[config.mk]
export PLATFORM = sky130hd
export DESIGN_NAME = tx_send_queue
export DESIGN_NICKNAME = d
export VERILOG_FILES = /design/src/rtl/tx_send_queue.sv
export SDC_FILE = /design/constraint.sdc
export NUM_CORES = 1
export LEC_CHECK = 0
export CAP_MARGIN = 25
export CORE_ASPECT_RATIO = 0.8
export CORE_UTILIZATION = 61
export CTS_CLUSTER_DIAMETER = 50
export DETAILED_ROUTE_END_ITERATION = 10
export GPL_ROUTABILITY_DRIVEN = 0
export GPL_TIMING_DRIVEN = 1
export MAX_ROUTING_LAYER = met4
export PLACE_DENSITY = 0.95
export SLEW_MARGIN = 10
export SYNTH_ARGS = -nofsm -noshare
export SYNTH_HDL_FRONTEND = slang
export SYNTH_SLANG_ARGS = --single-unit
[constraint.sdc]
create_clock -name clk -period 5.6 [get_ports clk]
set_input_delay 1.12 -clock clk [delete_from_list [all_inputs] [get_ports clk]]
set_output_delay 1.12 -clock clk [all_outputs]
set_load 0.005 [all_outputs]
[src/rtl/tx_send_queue.sv]
// Button-driven byte feeder for the UART transmitter: debounces btnL, queues the
// sw byte on each press and issues queued bytes over a ready/start handshake.
module tx_send_queue #(
  parameter int unsigned DEBOUNCE_CYCLES = 1000000,
  parameter int unsigned DEPTH           = 4,
  parameter int unsigned WIDTH           = 8
) (
  input  logic                     clk,
  input  logic                     rst,
  input  logic [WIDTH-1:0]         sw,
  input  logic                     btnL,
  input  logic                     tx_ready,
  output logic [WIDTH-1:0]         tx_data,
  output logic                     tx_start,
  output logic [$clog2(DEPTH):0]   count,
  output logic                     full,
  output logic                     empty,
  output logic                     overflow
);

  localparam int unsigned AW = $clog2(DEPTH);
  localparam int unsigned CW = AW + 1;
  localparam int unsigned DW = (DEBOUNCE_CYCLES > 2) ? $clog2(DEBOUNCE_CYCLES) : 1;

  typedef enum logic [1:0] {IDLE, ACK, BUSY} state_t;

  logic             sync1, sync2, deb;
  logic [DW-1:0]    deb_cnt;
  logic             press_c, push_c, pop_c, drop_c, start_d;
  logic [WIDTH-1:0] mem [DEPTH];
  logic [AW-1:0]    wptr, rptr;
  logic [CW-1:0]    count_d;
  logic [1:0]       ack_tmr;
  state_t           state, state_d;

  // Press fires on the same edge the debounced level rises, saving a cycle of latency.
  assign press_c = sync2 & ~deb & (deb_cnt == DW'(DEBOUNCE_CYCLES - 1));
  assign push_c  = press_c & (~full | pop_c);
  assign drop_c  = press_c & full & ~pop_c;
  assign count_d = count + CW'(push_c) - CW'(pop_c);

  // Two-flop synchroniser and debounce counter.
  always_ff @(posedge clk) begin
    if (rst) begin
      sync1   <= 1'b0;
      sync2   <= 1'b0;
      deb     <= 1'b0;
      deb_cnt <= '0;
    end else begin
      sync1 <= btnL;
      sync2 <= sync1;
      if (sync2 != deb) begin
        if (deb_cnt == DW'(DEBOUNCE_CYCLES - 1)) begin
          deb     <= sync2;
          deb_cnt <= '0;
        end else begin
          deb_cnt <= deb_cnt + DW'(1);
        end
      end else begin
        deb_cnt <= '0;
      end
    end
  end

  // FIFO storage needs no reset; occupancy is tracked by the pointers and count.
  always_ff @(posedge clk) begin
    if (push_c) mem[wptr] <= sw;
  end

  always_ff @(posedge clk) begin
    if (rst) begin
      wptr     <= '0;
      rptr     <= '0;
      count    <= '0;
      full     <= 1'b0;
      empty    <= 1'b1;
      overflow <= 1'b0;
    end else begin
      if (push_c) wptr <= wptr + AW'(1);
      if (pop_c)  rptr <= rptr + AW'(1);
      count <= count_d;
      full  <= (count_d == CW'(DEPTH));
      empty <= (count_d == '0);
      if (drop_c) overflow <= 1'b1;
    end
  end

  // Issue FSM state register plus registered handshake outputs.
  always_ff @(posedge clk) begin
    if (rst) begin
      state    <= IDLE;
      tx_start <= 1'b0;
      tx_data  <= '0;
      ack_tmr  <= '0;
    end else begin
      state    <= state_d;
      tx_start <= start_d;
      if (pop_c) tx_data <= mem[rptr];
      ack_tmr  <= (state == ACK) ? ack_tmr + 2'd1 : 2'd0;
    end
  end

  // ACK gives up after four cycles of tx_ready staying high, so a missed start cannot deadlock.
  always_comb begin
    state_d = state;
    pop_c   = 1'b0;
    start_d = 1'b0;
    case (state)
      IDLE: begin
        if (!empty && tx_ready) begin
          pop_c   = 1'b1;
          start_d = 1'b1;
          state_d = ACK;
        end
      end
      ACK: begin
        if (!tx_ready)              state_d = BUSY;
        else if (ack_tmr == 2'd3)   state_d = IDLE;
      end
      BUSY: begin
        if (tx_ready) state_d = IDLE;
      end
      default: state_d = IDLE;
    endcase
  end

endmodule

After elaboration in Yosys (flattened, before gate mapping)
Memories as Yosys holds them, arrays and structs flattened. A register that Yosys moved wholly into a read port is not among the register bits. Cells that the tools add are included.

Register bits: 38. RAM bits: 32. Input port bits: 12. Memories: 1.

Memory list: mem (depth 4, width 8, read ports 1, clocked after Yosys merged registers in 1, write ports 1, line 30) `logic [WIDTH-1:0] mem [DEPTH];`.

$add $sub $neg: 6. Eq/ne operators: 9. Muxes and demuxes: 9. Bitwise operators: 11. Reductions and logical operators: 8.

Operators with widths (count): adder 20 x 1 -> 20 bit, second input constant (1); == test 20 bit, second input constant (1); 2-to-1 mux 2 bit (4); adder 2 x 1 -> 2 bit, second input constant (3); case mux 2 bit (3 select lines) (1); bitwise AND 1 bit (5); NOT 1 bit (5); == test 2 bit, second input constant (2); 2-to-1 mux 1 bit (4); != test 2 bit, second input constant (2); adder 3 x 1 -> 3 bit (1); == test 3 bit, second input constant (1); zero test 3 bit (1); != test 3 x 2 -> 1 bit, second input constant (1); AND reduction 3 bit (1); OR reduction 3 bit (1); subtractor 3 x 1 -> 3 bit (1); == test 2 x 1 -> 1 bit, second input constant (1); zero test 2 bit (1); AND reduction 2 bit (1); OR reduction 2 bit (1); logical AND 1 bit (1); zero test 1 bit (1); != test 1 bit (1); OR 1 bit (1).

Logic depth before layout (Yosys ltp)
Word-level depth: 9. Depth in mapped cells: 13. Gate-level depth less buffers: 13.

Least setup slack after synthesis
Ideal clock, no wire load.

Path type: input port to flip-flop. Start: input port tx_ready. End: register full. Arrival: 3.681 ns. Required time: 5.522 ns. Path slack: 1.841 ns. Stages on the path: 13. Path buffers: 0. Path through: or4b_2 inv_1 nor2_1 nor4_1 inv_1 ha_1 inv_1 ha_1 fa_1 xor2_1 xnor2_1 nand2_1 nor3_1.

Cells in the longest elaborated chain, start to end: 8.

RTL lines: start, declared (line 12) `input logic tx_ready,`; logical AND 1 bit * (line 110) `if (!empty && tx_ready) begin`; 2-to-1 mux 1 bit * (line 110); 2-to-1 mux 1 bit * (line 108) `case (state)`; OR 1 bit (line 38) `assign push_c = press_c & (~full | pop_c);`; bitwise AND 1 bit (line 38); adder 3 x 1 -> 3 bit (line 40) `assign count_d = count + CW'(push_c) - CW'(pop_c);`; subtractor 3 x 1 -> 3 bit * (line 40); == test 3 bit * (line 82) `full <= (count_d == CW'(DEPTH));`; end signal, assigned (line 82); end, declared (line 16) `output logic full,`.

Every way passes the cells marked *; elsewhere a longest branch is shown, timed or not. A chain may end at the register's enable or synchronous reset.

Final worst setup path
Same ends and word-level chain as after synthesis.

==> reports/metrics.cfg <==
[critical_path]
reg2regPathDepth=13
crit_path_end=full$_SDFF_PP0_
r2r-start=state[0]$_SDFFE_PP0P_
crit_chain=clkdlybuf4s50_1 -> or4b_2 -> inv_1 -> nor2_1 -> nor4_1 -> inv_1 -> ha_1 -> inv_1 -> ha_1 -> fa_1 -> xor2_1 -> xnor2_1 -> nand2_1 -> nor3_1
path_max_fanout=13
cpMaxStageDelayCell=or4b_2
crit_type=primary input to flip-flop
crit_family=simple AND/OR/NAND/NOR gates
r2r-end=full$_SDFF_PP0_
timing.critical_path.depth=14
cp.arrival_ns=4.98
required_ns=5.87
ff2ff_setup_slack_ns=1.70
slowest_delay_ns=0.75
crit_top_cell=inv_1
crit_buf_inv=4
critPathLaunchType=primary input
end_kind=flip-flop
cp-startpoint=tx_ready

[sta]
finalClockSkew_ns=0.00831
rsz0062_at_grt=no
setup_tns_ns=0
finalSetupViolCount=0
clock.fmax_ghz=0.212
finalHoldViolations=0
slew_viol_final=0
fin_ws_ns=0.893
hold_ws_ns=0.423
timing.final.crit_share=0.841
fin_crit_ns=4.71
worst_slew_pin_slew_ns=0.772
relSlewSlack=0.484

[floorplanning]
die_area_mm2=0.00545
coreArea_mm2=0.00476
num_rows=22
die_y_um=66.2
top_level_ports=27
start_util=0.661
die_w_um=82.3

[clock_network]
clkSinkCount=78
root_buffer=clkbuf_8
cts_tree=built
cts_setup_buffers=0
htree_levels=3
clock_latency_ns=0.35
clk_pin_slew_ns=0.08
cts_resized=0
cts_made_buffers=9
cts_max_path_buffers=2
hold_buffers=0

[yosys]
yosysTopAreaCell=edfxtp_1
yosys.area.top_type_share=0.305
ys_types=39
synth_edf_count=32
yosysMostFrequentCell=dfxtp_1
synth_area_per_cell_um2=11.6
ys.flop_type=dfxtp_1
synth_area_leaders=edfxtp_1 (31%), dfxtp_1 (29%), mux4_2 (5.7%), ha_1 (3.6%), nand2_1 (3.0%)
yosys_warnings=0
yosysSeqAreaShare=0.598
synth_commonest_cells=dfxtp_1 (46), edfxtp_1 (32), nand2_1 (25)
syn_nets=293
ys_ff_latch=78
async_reset_ff_frac=0
syn_inst=271
syn_area_mm2=0.00315

[global_routing]
grt_overflow=0
grt_pass1_wl_mm=10.4
grt_max_degree=23
antenna_found_initial=0
grt_pass1_vias=2155
grt_use_total=0.280

[power_and_ir_drop]
peakVddDrop_v=0.000264
power.density_mw_per_mm2=339
p_leak_uw=0.00120
power_uw=1230

[placement]
pre_cts_ws_ns=0.542
dp_hpwl_mm=4.14
portBuffers=26

[route]
routed.top_layer=met4
drt_iter0_markers=284
drt-met1-wl_mm=2.51
vias_per_cell=6.10
ant_nets=0
first_pass_iters=4
totalWireLength_mm=6.45
wl_met3_um=492
drcViolationCount=0
vias=2215
wl_met2_mm=3.28
wl_per_cell_um=17.8

[finish]
diodes=0
final_net_count=320
drive_above_1_share=0.106
fillers=296
multiInputGateArea_mm2=0.00116
areaGrowthSynthToFinish_pct=15.7
final_util=0.765
regArea_mm2=0.00188

[outcome]
run_status=completed

[min_path]
min-delay-start=ack_tmr[0]$_SDFF_PP0_
min_path_type=flip-flop to flip-flop

[run]
maxCapViolations=0

[metrics by stage]
stage          std cells  cell area (µm²)
3_3_place_gp         347             3440
2_1_floorplan        271             3150
5_1_grt              363             3640
3_5_place_dp         347             3440
4_1_cts              363             3640
6_report             363             3640
[final cells by class]
class	count	share of cell area
Clock buffer	9	0.0340
Multi-Input combinational cell	166	0.318
Timing Repair Buffer	27	0.0735
Sequential cell	78	0.517
Clock inverter	7	0.0203
Inverter	16	0.0165
Tap cell	60	0.0206
[per-layer routing]
layer	GRT usage	vias to the layer above
li1	-	1015
met1	0.315	1062
met2	0.456	119
met3	0.0883	19
met4	0.125	0
met5	-	-
[kinds of logic after synthesis]
logic type	Yosys count	share of synthesized area
xor+xnor	15	0.0418
simple gates	97	0.161
buf+inv	27	0.0334
mux	9	0.0604
compound gates	35	0.0636
fa+ha+maj	10	0.0421
flops	78	0.598
[report_power, final]
| part | internal, µW | leakage, µW | switching (µW) |
|---|---|---|---|
| combinational | 97.8 | 0.000444 | 76.1 |
| sequential | 619 | 0.000660 | 30.3 |
| clock | 206 | 0.0000919 | 204 |
[sequential cells by signal, summed over array words and instances, names as in the netlist, 2 cells and up]
name     flops
state        2
tx_data      8
mem         32
ack_tmr      2
wptr         2
count        3
deb_cnt     20
rptr         2
[worst min path at each step]
stage / end / slack [ns] / depth (start not counted)
after global placement: ack_tmr[0]$_SDFF_PP0_ / 0.41 / 1
after floorplan: ack_tmr[0]$_SDFF_PP0_ / 0.40 / 1
final: ack_tmr[0]$_SDFF_PP0_ / 0.42 / 1
after detailed placement: ack_tmr[0]$_SDFF_PP0_ / 0.42 / 1
after global routing: ack_tmr[0]$_SDFF_PP0_ / 0.46 / 1
after CTS: ack_tmr[0]$_SDFF_PP0_ / 0.43 / 1
[cell usage in the layout (no fill, tap or decap), drive strengths merged, types with 8 or more instances in the layout]
cell type and count:
xnor2 9, ha 9, edfxtp 32, nor2 23, nand2 25, inv 17
a21oi 18, mux4 8, clkbuf 9, clkdlybuf4s50 26, dfxtp 46
Power figures use the tool's default switching activity.
==> edit, RTL diff (same flow settings) <==
The parameter `WIDTH` goes from 8 to 9.
--- a/src/rtl/tx_send_queue.sv
+++ b/src/rtl/tx_send_queue.sv
@@ -3,7 +3,7 @@
 module tx_send_queue #(
   parameter int unsigned DEBOUNCE_CYCLES = 1000000,
   parameter int unsigned DEPTH           = 4,
-  parameter int unsigned WIDTH           = 8
+  parameter int unsigned WIDTH           = 9
 ) (
   input  logic                     clk,
   input  logic                     rst,
Interface: changed (resized sw and tx_data); port bits go from 27 to 29. The function was not compared with the original's and may differ.
==> edit against the unedited design <==
The run now ends with design-rule violations left; setup slack better by 170 ps; final area up 5.0%; power up 2.8%; wire length down 4.2%; sequential cell count up 5; register-to-register slack better by 150 ps; global-route usage down 4.0 points; critical path depth unchanged; die area up 5.3%; synthesized area up 5.5%; clock skew up 3.3 ps; critical endpoint unchanged; largest power group unchanged.
==> edit: results (changes against the unedited design) <==
Outcome
  – Outcome: finished with violations (was finished, final reports clean)
  – Failing checks: design-rule violations

Synth
  – Cells after synthesis: 277 (was 271)
  – Synth unique cells: 35 (was 39)
  – Synth top cells by count: 47 x dfxtp_1, 36 x edfxtp_1, 28 x nand2_1 (was 46 x dfxtp_1, 32 x edfxtp_1, 25 x nand2_1)
  – Area contributors post-synth: edfxtp_1 33%, dfxtp_1 28%, mux4_2 6.1%, ha_1 3.4%, nand2_1 3.2% (was edfxtp_1 31%, dfxtp_1 29%, mux4_2 5.7%, ha_1 3.6%, nand2_1 3.0%)
  – Number of synthesized flops with an enable pin: 36 (was 32)
  – Sequential area share after synthesis: 0.609 (was 0.598)
  – Mapped Nets: 300 (was 293)

Global route
  – Largest net degree at the start of global routing: 25 (was 23)
  – Gr usage total: 0.240 (was 0.280)
  – First-pass GRT wire length: 9.66 mm (was 10.4 mm)
  – Vias in the first global route: 2055 (was 2155)

Final layout
  – Share of layout cells above drive strength 1: 0.0903 (was 0.106)
  – Non-Filler Instances: 372 (was 363)
  – Biggest regs: mem (36), deb_cnt (20), tx_data (9) (was mem (32), deb_cnt (20), tx_data (8))
  – Layout fillers: 319 (was 296)

Setup path
  – Crit path DAT: 4820 ps (was 4980 ps)
  – Crit Path Max Fanout: 14 (was 13)

Power and ir drop
  – VDD IR max: 0.174 mV (was 0.264 mV)
  – Pleak: 1.28 nW (was 1.20 nW)

Routing
  – DRT iter0 DRCs: 251 (was 284)
  – Drt drc: 4 (was 0)
  – DRT Pass-1 Iters: 8 (was 4)
  – Routed wire length: 6.18 mm (was 6.45 mm)

Placement
  – Total placed cells including tap cells: 356 (was 347)
  – Number of I/O port buffers: 28 (was 26)
  – Detailed Place HPWL: 4.28 mm (was 4.14 mm)

Timing
  – Worst Clk Skew: 11.6 ps (was 8.31 ps)
## edit: per-layer routing
metal | track usage | wire length (um) | vias to the layer above
met5 | - | 0 | -
li1 | - | - | 1044
met1 | 0.286 | 2650 | 1070
met4 | 0.104 | 91 | 0
met3 | 0.0796 | 397 | 9
met2 | 0.383 | 3040 | 86
## edit: worst paths after layout
| check | endpoint | cells after the start | slack [ps] | from |
|---|---|---|---|---|
| hold reg to reg | ack_tmr[0] | 1 | 420 | ack_tmr[0] |
| hold / removal | ack_tmr[0] | 1 | 420 | ack_tmr[0] |
| setup / recovery | full | 14 | 1060 | tx_ready |
| setup reg to reg | full | 13 | 1850 | state[0] |
## edit: critical path, stage by stage
cell and delay [ps]:
clkdlybuf4s50_1 480, or4b_2 750, inv_1 380, nor2_1 120, nor4_2 410, inv_1 100, ha_1 290, inv_1 40
ha_1 180, fa_1 370, xor2_1 160, xnor2_1 190, nand2_1 100, nor3_1 120
## edit: cell families after synthesis
family	synth area share
compound gates	0.0494
mux	0.0641
simple gates	0.159
fa+ha+maj	0.0400
buf+inv	0.0305
flops	0.609
xor+xnor	0.0475
## edit: report_power, final
| part | total, mW | internal (mW) | switching (mW) |
|---|---|---|---|
| Sequential | 0.690 | 0.660 | 0.0303 |
| Combinational | 0.179 | 0.103 | 0.0764 |
| Clock | 0.399 | 0.198 | 0.201 |
| Total | 1.27 | 0.961 | 0.307 |
## edit: metrics by stage
| step | util | hold slack (ps) |
|---|---|---|
| final | 0.746 | 423 |
| after global routing | 0.746 | 434 |
| after global placement | 0.710 | 404 |
| after detailed placement | 0.710 | 413 |
| after CTS | 0.746 | 425 |
| after floorplan | - | 396 |
## edit: final cells by class
| class | instances | area [um^2] | area share |
|---|---|---|---|
| tap | 62 | 77.6 | 0.0203 |
| clock buffer | 12 | 166 | 0.0435 |
| inverter | 14 | 52.6 | 0.0137 |
| sequential | 83 | 2020 | 0.529 |
| multi-input combinational | 168 | 1200 | 0.313 |
| timing repair buffer | 29 | 288 | 0.0753 |
| clock inverter | 4 | 21.3 | 0.00556 |
